===== src/rtl/mux_rr_sched.sv =====
// mux_rr_sched: buffers one word per channel and feeds a 4:1 mux with round-robin selects.
// Define MUX_RR_B2B_EN for back-to-back presentation without an IDLE bubble.
module mux_rr_sched #(
  parameter int DW = 4
) (
  input  logic            clk,
  input  logic            rst,
  input  logic [3:0]      in_valid,
  input  logic [4*DW-1:0] in_data,
  output logic [3:0]      in_ready,
  output logic [DW-1:0]   a,
  output logic [DW-1:0]   b,
  output logic [DW-1:0]   c,
  output logic [DW-1:0]   d,
  output logic [1:0]      sel,
  output logic            out_valid,
  input  logic            out_ready
);
  typedef enum logic {IDLE, PRESENT} state_t;
  state_t        state_q;
  logic [DW-1:0] data_q [4];
  logic [3:0]    full_q, full_d, load, clr;
  logic [1:0]    last_q, sel_q, idle_idx;
  logic          out_valid_q, fire, idle_hit;
  // First set bit of m searching base+1, base+2, base+3, base; returns {hit, index}.
  function automatic logic [2:0] rr_pick(input logic [3:0] m, input logic [1:0] base);
    logic [2:0] r;
    logic [1:0] ch;
    r = '0;
    for (int k = 4; k >= 1; k--) begin
      ch = base + 2'(k);
      if (m[ch]) r = {1'b1, ch};
    end
    return r;
  endfunction
  assign fire = out_valid_q & out_ready;
  assign load = in_valid & ~full_q;
  assign clr = fire ? (4'b1 << sel_q) : 4'b0;
  assign full_d = (full_q | load) & ~clr;
  assign {idle_hit, idle_idx} = rr_pick(full_q, last_q);
`ifdef MUX_RR_B2B_EN
  logic       b2b_hit;
  logic [1:0] b2b_idx;
  assign {b2b_hit, b2b_idx} = rr_pick(full_q & ~(4'b1 << sel_q), sel_q);
`endif
  always_ff @(posedge clk) begin
    if (rst) begin
      state_q <= IDLE;
      full_q <= '0;
      last_q <= 2'd3;
      sel_q <= '0;
      out_valid_q <= 1'b0;
      for (int i = 0; i < 4; i++) data_q[i] <= '0;
    end else begin
      full_q <= full_d;
      for (int i = 0; i < 4; i++) if (load[i]) data_q[i] <= in_data[i*DW +: DW];
      if (state_q == IDLE) begin
        if (idle_hit) begin
          sel_q <= idle_idx;
          out_valid_q <= 1'b1;
          state_q <= PRESENT;
        end
      end else if (out_ready) begin
        last_q <= sel_q;
`ifdef MUX_RR_B2B_EN
        if (b2b_hit) sel_q <= b2b_idx;
        else begin
          out_valid_q <= 1'b0;
          state_q <= IDLE;
        end
`else
        out_valid_q <= 1'b0;
        state_q <= IDLE;
`endif
      end
    end
  end
  assign in_ready = ~full_q;
  assign {a, b, c, d} = {data_q[0], data_q[1], data_q[2], data_q[3]};
  assign sel = sel_q;
  assign out_valid = out_valid_q;
endmodule

===== config.mk =====
export PLATFORM = sky130hd
export DESIGN_NAME = mux_rr_sched
export DESIGN_NICKNAME = d
export VERILOG_FILES = /design/src/rtl/mux_rr_sched.sv
export SDC_FILE = /design/constraint.sdc
export NUM_CORES = 1
export LEC_CHECK = 0
export ABC_AREA = 0
export BUFFER_PORTS_ARGS = -buffer_cell sky130_fd_sc_hd__buf_2
export CAP_MARGIN = 20
export CORE_MARGIN = 5
export CORE_UTILIZATION = 42
export CTS_CLUSTER_SIZE = 28
export DETAILED_ROUTE_END_ITERATION = 10
export GPL_TIMING_DRIVEN = 0
export HOLD_SLACK_MARGIN = 0.02
export PLACE_DENSITY = 0.76
export SLEW_MARGIN = 5
export SYNTH_ARGS = -nofsm -noshare
export SYNTH_HDL_FRONTEND = slang
export SYNTH_SLANG_ARGS = --single-unit

===== constraint.sdc =====
create_clock -name clk -period 1.5 [get_ports clk]
set_clock_uncertainty 0.2 [all_clocks]
set_input_delay 0.15 -clock clk [delete_from_list [all_inputs] [get_ports clk]]
set_output_delay 0.15 -clock clk [all_outputs]
set_load 0.01 [all_outputs]

==> results of run 1 <==
[layout by cell type (no fill, tap or decap)]
cell type	count
a2111oi_1	1
buf_2	44
nor3_1	2
dfxtp_2	1
a211oi_1	3
nand2b_1	10
clkbuf_1	3
clkbuf_4	3
o221ai_1	1
inv_1	6
a22oi_1	1
dfxtp_4	2
or4_4	1
dlygate4sd3_1	21
a41oi_1	1
buf_4	1
nor4_1	1
nor2_1	13
nand2_1	2
a211o_1	2
nor2b_1	2
a21oi_2	2
a21o_1	1
or2_2	1
a2111oi_0	2
and3_1	2
edfxtp_1	16
o21bai_1	1
and2_1	16
dfxtp_1	7
[repair_timing]
item                                    4_1_cts  5_1_grt
endpoints found under the hold margin        23        0
setup buffers                                 0        1
hold buffers                                 21        0
endpoints found under the setup margin        0        3
gates resized for setup                       0        7
[state kept, by name (all words and copies together), names as in the netlist]
register	flops
data_q	16
full_q	4
last_q	2
sel	2
out_valid	1
state_q	1
[critical path, delay by kind of cell, from the launching register on]
family,cells,cell delay [ps]
simple gates,2,400
flops,1,400
compound gates,1,410
[kinds of logic after synthesis]
| logic type | count (synthesis) | share of synthesized area [%] |
|---|---|---|
| and+or+nand+nor | 50 | 25.06 |
| DFF | 26 | 61.40 |
| AOI/OAI and AO/OA | 15 | 10.84 |
| buffers and inverters | 8 | 2.709 |
[path summary, 6_finish.rpt]
check	startpoint	end	slack, ps	cells after the start
worst max-delay path	state_q$_SDFF_PP0_	sel[0]$_SDFFE_PP0P_	-10	3
worst min-delay path	rst	full_q[3]$_SDFF_PP0_	250	3
worst max register to register	state_q$_SDFF_PP0_	sel[0]$_SDFFE_PP0P_	-10	3
worst min register to register	out_valid$_SDFFE_PP0P_	full_q[3]$_SDFF_PP0_	330	1
[where the power goes]
group / switching [mW] / internal (mW)
Combinational: 0.136 / 0.147
Sequential: 0.0479 / 0.822
Clock: 0.187 / 0.104
[cell type report]
| cell class | count | area share, % |
|---|---|---|
| Tap cell | 30 | 2.311 |
| Timing Repair Buffer | 66 | 26.96 |
| Buffer | 2 | 0.4622 |
| Sequential cell | 26 | 42.45 |
| Inverter | 6 | 1.387 |
| Clock buffer | 4 | 1.618 |
| Multi-Input combinational cell | 65 | 24.81 |
[stage by stage]
step / setup WS [ps] / total power [mW] / cells
final: -14.96 / 1.443 / 199
after global routing: -123.6 / 1.517 / 199
after CTS: 9.666 / 1.447 / 198
after detailed placement: -139.5 / 1.112 / 173
after global placement: -116.1 / 1.101 / 173
after floorplan: 86.23 / 1.004 / 99
[per-layer routing]
layer | track usage, % | wire, µm | vias to the layer above | part of all wire, %
met1 | 17.48 | 1189 | 441 | 43
met4 | 3.030 | 12 | 0 | 0.43
met2 | 25.38 | 1382 | 33 | 50
li1 | - | - | 491 | -
met5 | 0 | 0 | - | 0
met3 | 2.935 | 187 | 2 | 6.7
==> out/metrics.yaml, run 1 <==
status: "finished with violations"
violations: "negative setup slack"
crit_fanout: 9
stdcell_area_mm2: 0.001624
rows: 18
place.gp.congestion: 0.7708
layout-drive-gt1-share_pct: 32.54
path_cells: "or2_2 > a2111oi_1 > nor4_1"
diodes: 0
ant_nets: 0
synth_edf_count: 16
worst_slew_margin_rel_pct: 66.99
worstPathRequired_ps: 1480
hold_viol: 0
dr.first_iter.drc_count: 39
die-height_um: 61.38
fillers: 213
power_density_mw_per_mm2: 888.3
timing.fmax_mhz: 660.1
clock-sinks: 26
synth.net_count: 122
grt-ovfl-total: 0
drv_cap: 0
setup_viol: 1
area_growth_pct: 46.50
ios: 46
grt.total_usage_pct: 14.12
synth_area_leaders: "edfxtp_1 43%, dfxtp_1 18%, and2_1 9.0%"
multi_input_area_um2: 402.9
hold_slack_ps: 246.3
ys_seq_area_share_pct: 61.40
worst_pin_slew_ps: 482.7
die_w_um: 61.38
yosysWarnings: 0
vdd_drop_max_v: 0.0005887
place_area_mm2: 0.001366
yosysTopAreaCellShare_pct: 43.34
dieArea_mm2: 0.003767
cts_root_buf: "clkbuf_4"
ff_latch_area_um2: 689.4
vias: 967
hold_path_class: "in2reg"
viasPerCell: 4.859
crit_slowest_cell: "a2111oi_1"
cp.arrival_ps: 1500
synth_seq_cells: 26
port_buffers: 44
wl_per_cell_um: 13.92
startpoint_type: "flop"
endpoint_kind: "flop"
synthCells: 99
first_pass_iters: 4
worst_slack_ps: -14.96
synthDistinctLibCells: 24
p_leak_nw: 0.7426
coreArea_mm2: 0.002500
syn-cell-area_mm2: 0.001109
cts_tree: "yes"
numCtsBuffers: 3
async_flop_share_pct: 0
fin_util_pct: 64.96
grt_max_degree: 15
wl_mm: 2.771
clockBufferDepth: 2
yosysTopAreaCell: "edfxtp_1"
final_nets: 193
post-route-period-util_pct: 101.0
drv_slew: 0
synth_commonest_cells: "16 x and2_1, 16 x edfxtp_1, 13 x nor2_1, 10 x dfxtp_1, 10 x nand2b_1"
cp_slowest_stage_delay_ps: 410
finalSetupTns_ps: -14.96
path_class: "reg2reg"
cts.htree.levels: 1
path_clk_slew_ps: 120
ys.flop_type: "edfxtp_1"
grt_pass1_vias: 928
drc: 0
grt_pass1_wl_mm: 3.953
start_util_pct: 44.34
hpwl_mm: 1.870
antenna_found_initial: 0
synth_area_per_cell_um2: 11.20
clkLatencyLatePin_ps: 310
fin_crit_ps: 1515
Power figures use the tool's default switching activity.
==> run 2: changes to the inputs <==
==> constraint.sdc (replaced) <==
create_clock -name clk -period 1.36 [get_ports clk]
set_clock_uncertainty 0.2 [all_clocks]
set_input_delay 0.136 -clock clk [delete_from_list [all_inputs] [get_ports clk]]
set_output_delay 0.136 -clock clk [all_outputs]
set_load 0.01 [all_outputs]
==> run 2 against run 1 <==
The flow still finishes with violations (negative setup slack). Sequential share of layout area about the same. Wire length rose by 1.6%. Combinational power up 11%. First-iteration DRC count is 62% lower.
==> out/metrics.yaml, run 2 (same netlist as run 1, synthesis figures left out) <==
layout.cells.most_common: "buf_2"
crit_buf_inv: 0
port_buffers: 44
vdd_drop_max_v: 0.0006129
diodes: 0
startpoint: "full_q[2]$_SDFF_PP0_"
post-route-period-util_pct: 106.3
grt-ovfl-total: 0
wl_per_cell_um: 14.21
timing.rr.end: "sel[0]$_SDFFE_PP0P_"
setup_viol: 4
drv_cap: 0
ant_nets: 0
violations: "negative setup slack"
cp_slowest_stage_delay_ps: 580
p_leak_nw: 0.7424
crit_slowest_cell: "or4_4"
rsz0062_at_grt: "true"
rows: 18
fin_util_pct: 65.27
clkLatencyLatePin_ps: 300
hold_start: "rst"
endpoint_kind: "flop"
power_density_mw_per_mm2: 979.8
ios: 46
grt_max_degree: 15
cp-endpoint: "sel[0]$_SDFFE_PP0P_"
place.gp.congestion: 0.7903
cts_root_buf: "clkbuf_4"
start_util_pct: 44.34
drv_slew: 0
startpoint_type: "flop"
fin_crit_ps: 1446
most-common-layout-cells: "44 x buf_2, 21 x dlygate4sd3_1, 16 x and2_1, 16 x edfxtp_1, 13 x nor2_1"
final_nets: 192
hpwl_mm: 1.966
path_class: "reg2reg"
crit-reg2reg-launch: "full_q[2]$_SDFF_PP0_"
layout-drive-gt1-share_pct: 36.31
status: "finished with violations"
top_regs: "data_q: 16 flops, full_q: 4 flops"
area_growth_pct: 47.18
grt.total_usage_pct: 15.62
grt_pass1_wl_mm: 4.236
finalPower_mw: 1.599
hold_path_class: "in2reg"
worst_slew_margin_rel_pct: 76.44
worst_slack_ps: -85.56
vias: 943
drc: 0
cts.htree.levels: 1
largest_reg_flops: 16
rrSetupSlack_ps: -90
grt_pass1_vias: 916
reg2reg_depth: 3
cts_tree: "yes"
timing.fmax_mhz: 691.8
worst_pin_slew_ps: 344.5
worst-path-stages: 3
cp.arrival_ps: 1440
crit_family: "simple AND/OR/NAND/NOR gates"
path_clk_slew_ps: 130
numCtsBuffers: 3
clockBufferDepth: 2
die-height_um: 61.38
largest-register: "data_q"
dieArea_mm2: 0.003767
coreArea_mm2: 0.002500
path_cells: "or4_4 > a21oi_2 > nor4_1"
viasPerCell: 4.763
clock-sinks: 26
antenna_found_initial: 0
die_w_um: 61.38
dr.first_iter.drc_count: 15
first_pass_iters: 4
crit_fanout: 6
worstPathRequired_ps: 1350
hold_viol: 0
wl_mm: 2.814
## run 2: worst min-delay path by stage
stage,end,depth (start not counted)
global placement,state_q$_SDFF_PP0_,2
finish,full_q[3]$_SDFF_PP0_,3
global route,full_q[3]$_SDFF_PP0_,3
CTS,full_q[3]$_SDFF_PP0_,3
floorplan,state_q$_SDFF_PP0_,1
detailed placement,state_q$_SDFF_PP0_,2
## run 2: report_power, final
part | switching (mW) | total [mW] | internal (mW)
clock network | 0.207 | 0.321 | 0.114
logic | 0.149 | 0.312 | 0.163
registers | 0.0553 | 0.965 | 0.910
## run 2: cell type report
type	count	area [µm²]
Buffer	2	8.758
Fill cell	221	868.3
Multi-Input combinational cell	65	414.1
Sequential cell	26	691.9
Clock buffer	4	26.28
Inverter	6	22.52
Timing Repair Buffer	65	430.4
Tap cell	30	37.54
## run 2: what timing repair did
item / CTS / global route
setup endpoints to repair: 4 / 14
hold buffers: 21 / 0
hold endpoints to repair: 21 / 0
gates cloned: 0 / 0
setup buffers: 0 / 0
pin swaps: 1 / 0
resized for setup: 6 / 7
## run 2: through the flow
stage               setup slack, ps  hold WS, ps  cell area (µm²)  TNS, ps  instances
finish                       -85.56        163.0             1632   -301.5        198
global route                 -119.0        219.6             1632   -434.2        198
CTS                          -93.42        173.2             1620   -331.7        198
detailed placement           -269.8        209.6             1371    -2427        173
global placement             -250.2        184.9             1371    -2187        173
floorplan                    -33.85        35.15             1114   -54.86         99
## run 2: per-layer routing
metal	vias up	global-route usage [%]	part of all wire, %
met2	31	27.79	50
met5	-	0	0
li1	486	-	-
met3	2	3.145	7.9
met1	424	19.50	42
met4	0	3.636	0.50
## run 2: worst reg2reg max path: cells and delay by family, from the launching register on
family	cells	cell delay, ps
flip-flops	1	370
AND/OR/NAND/NOR	2	630
AO/OA/AOI/OAI	1	130
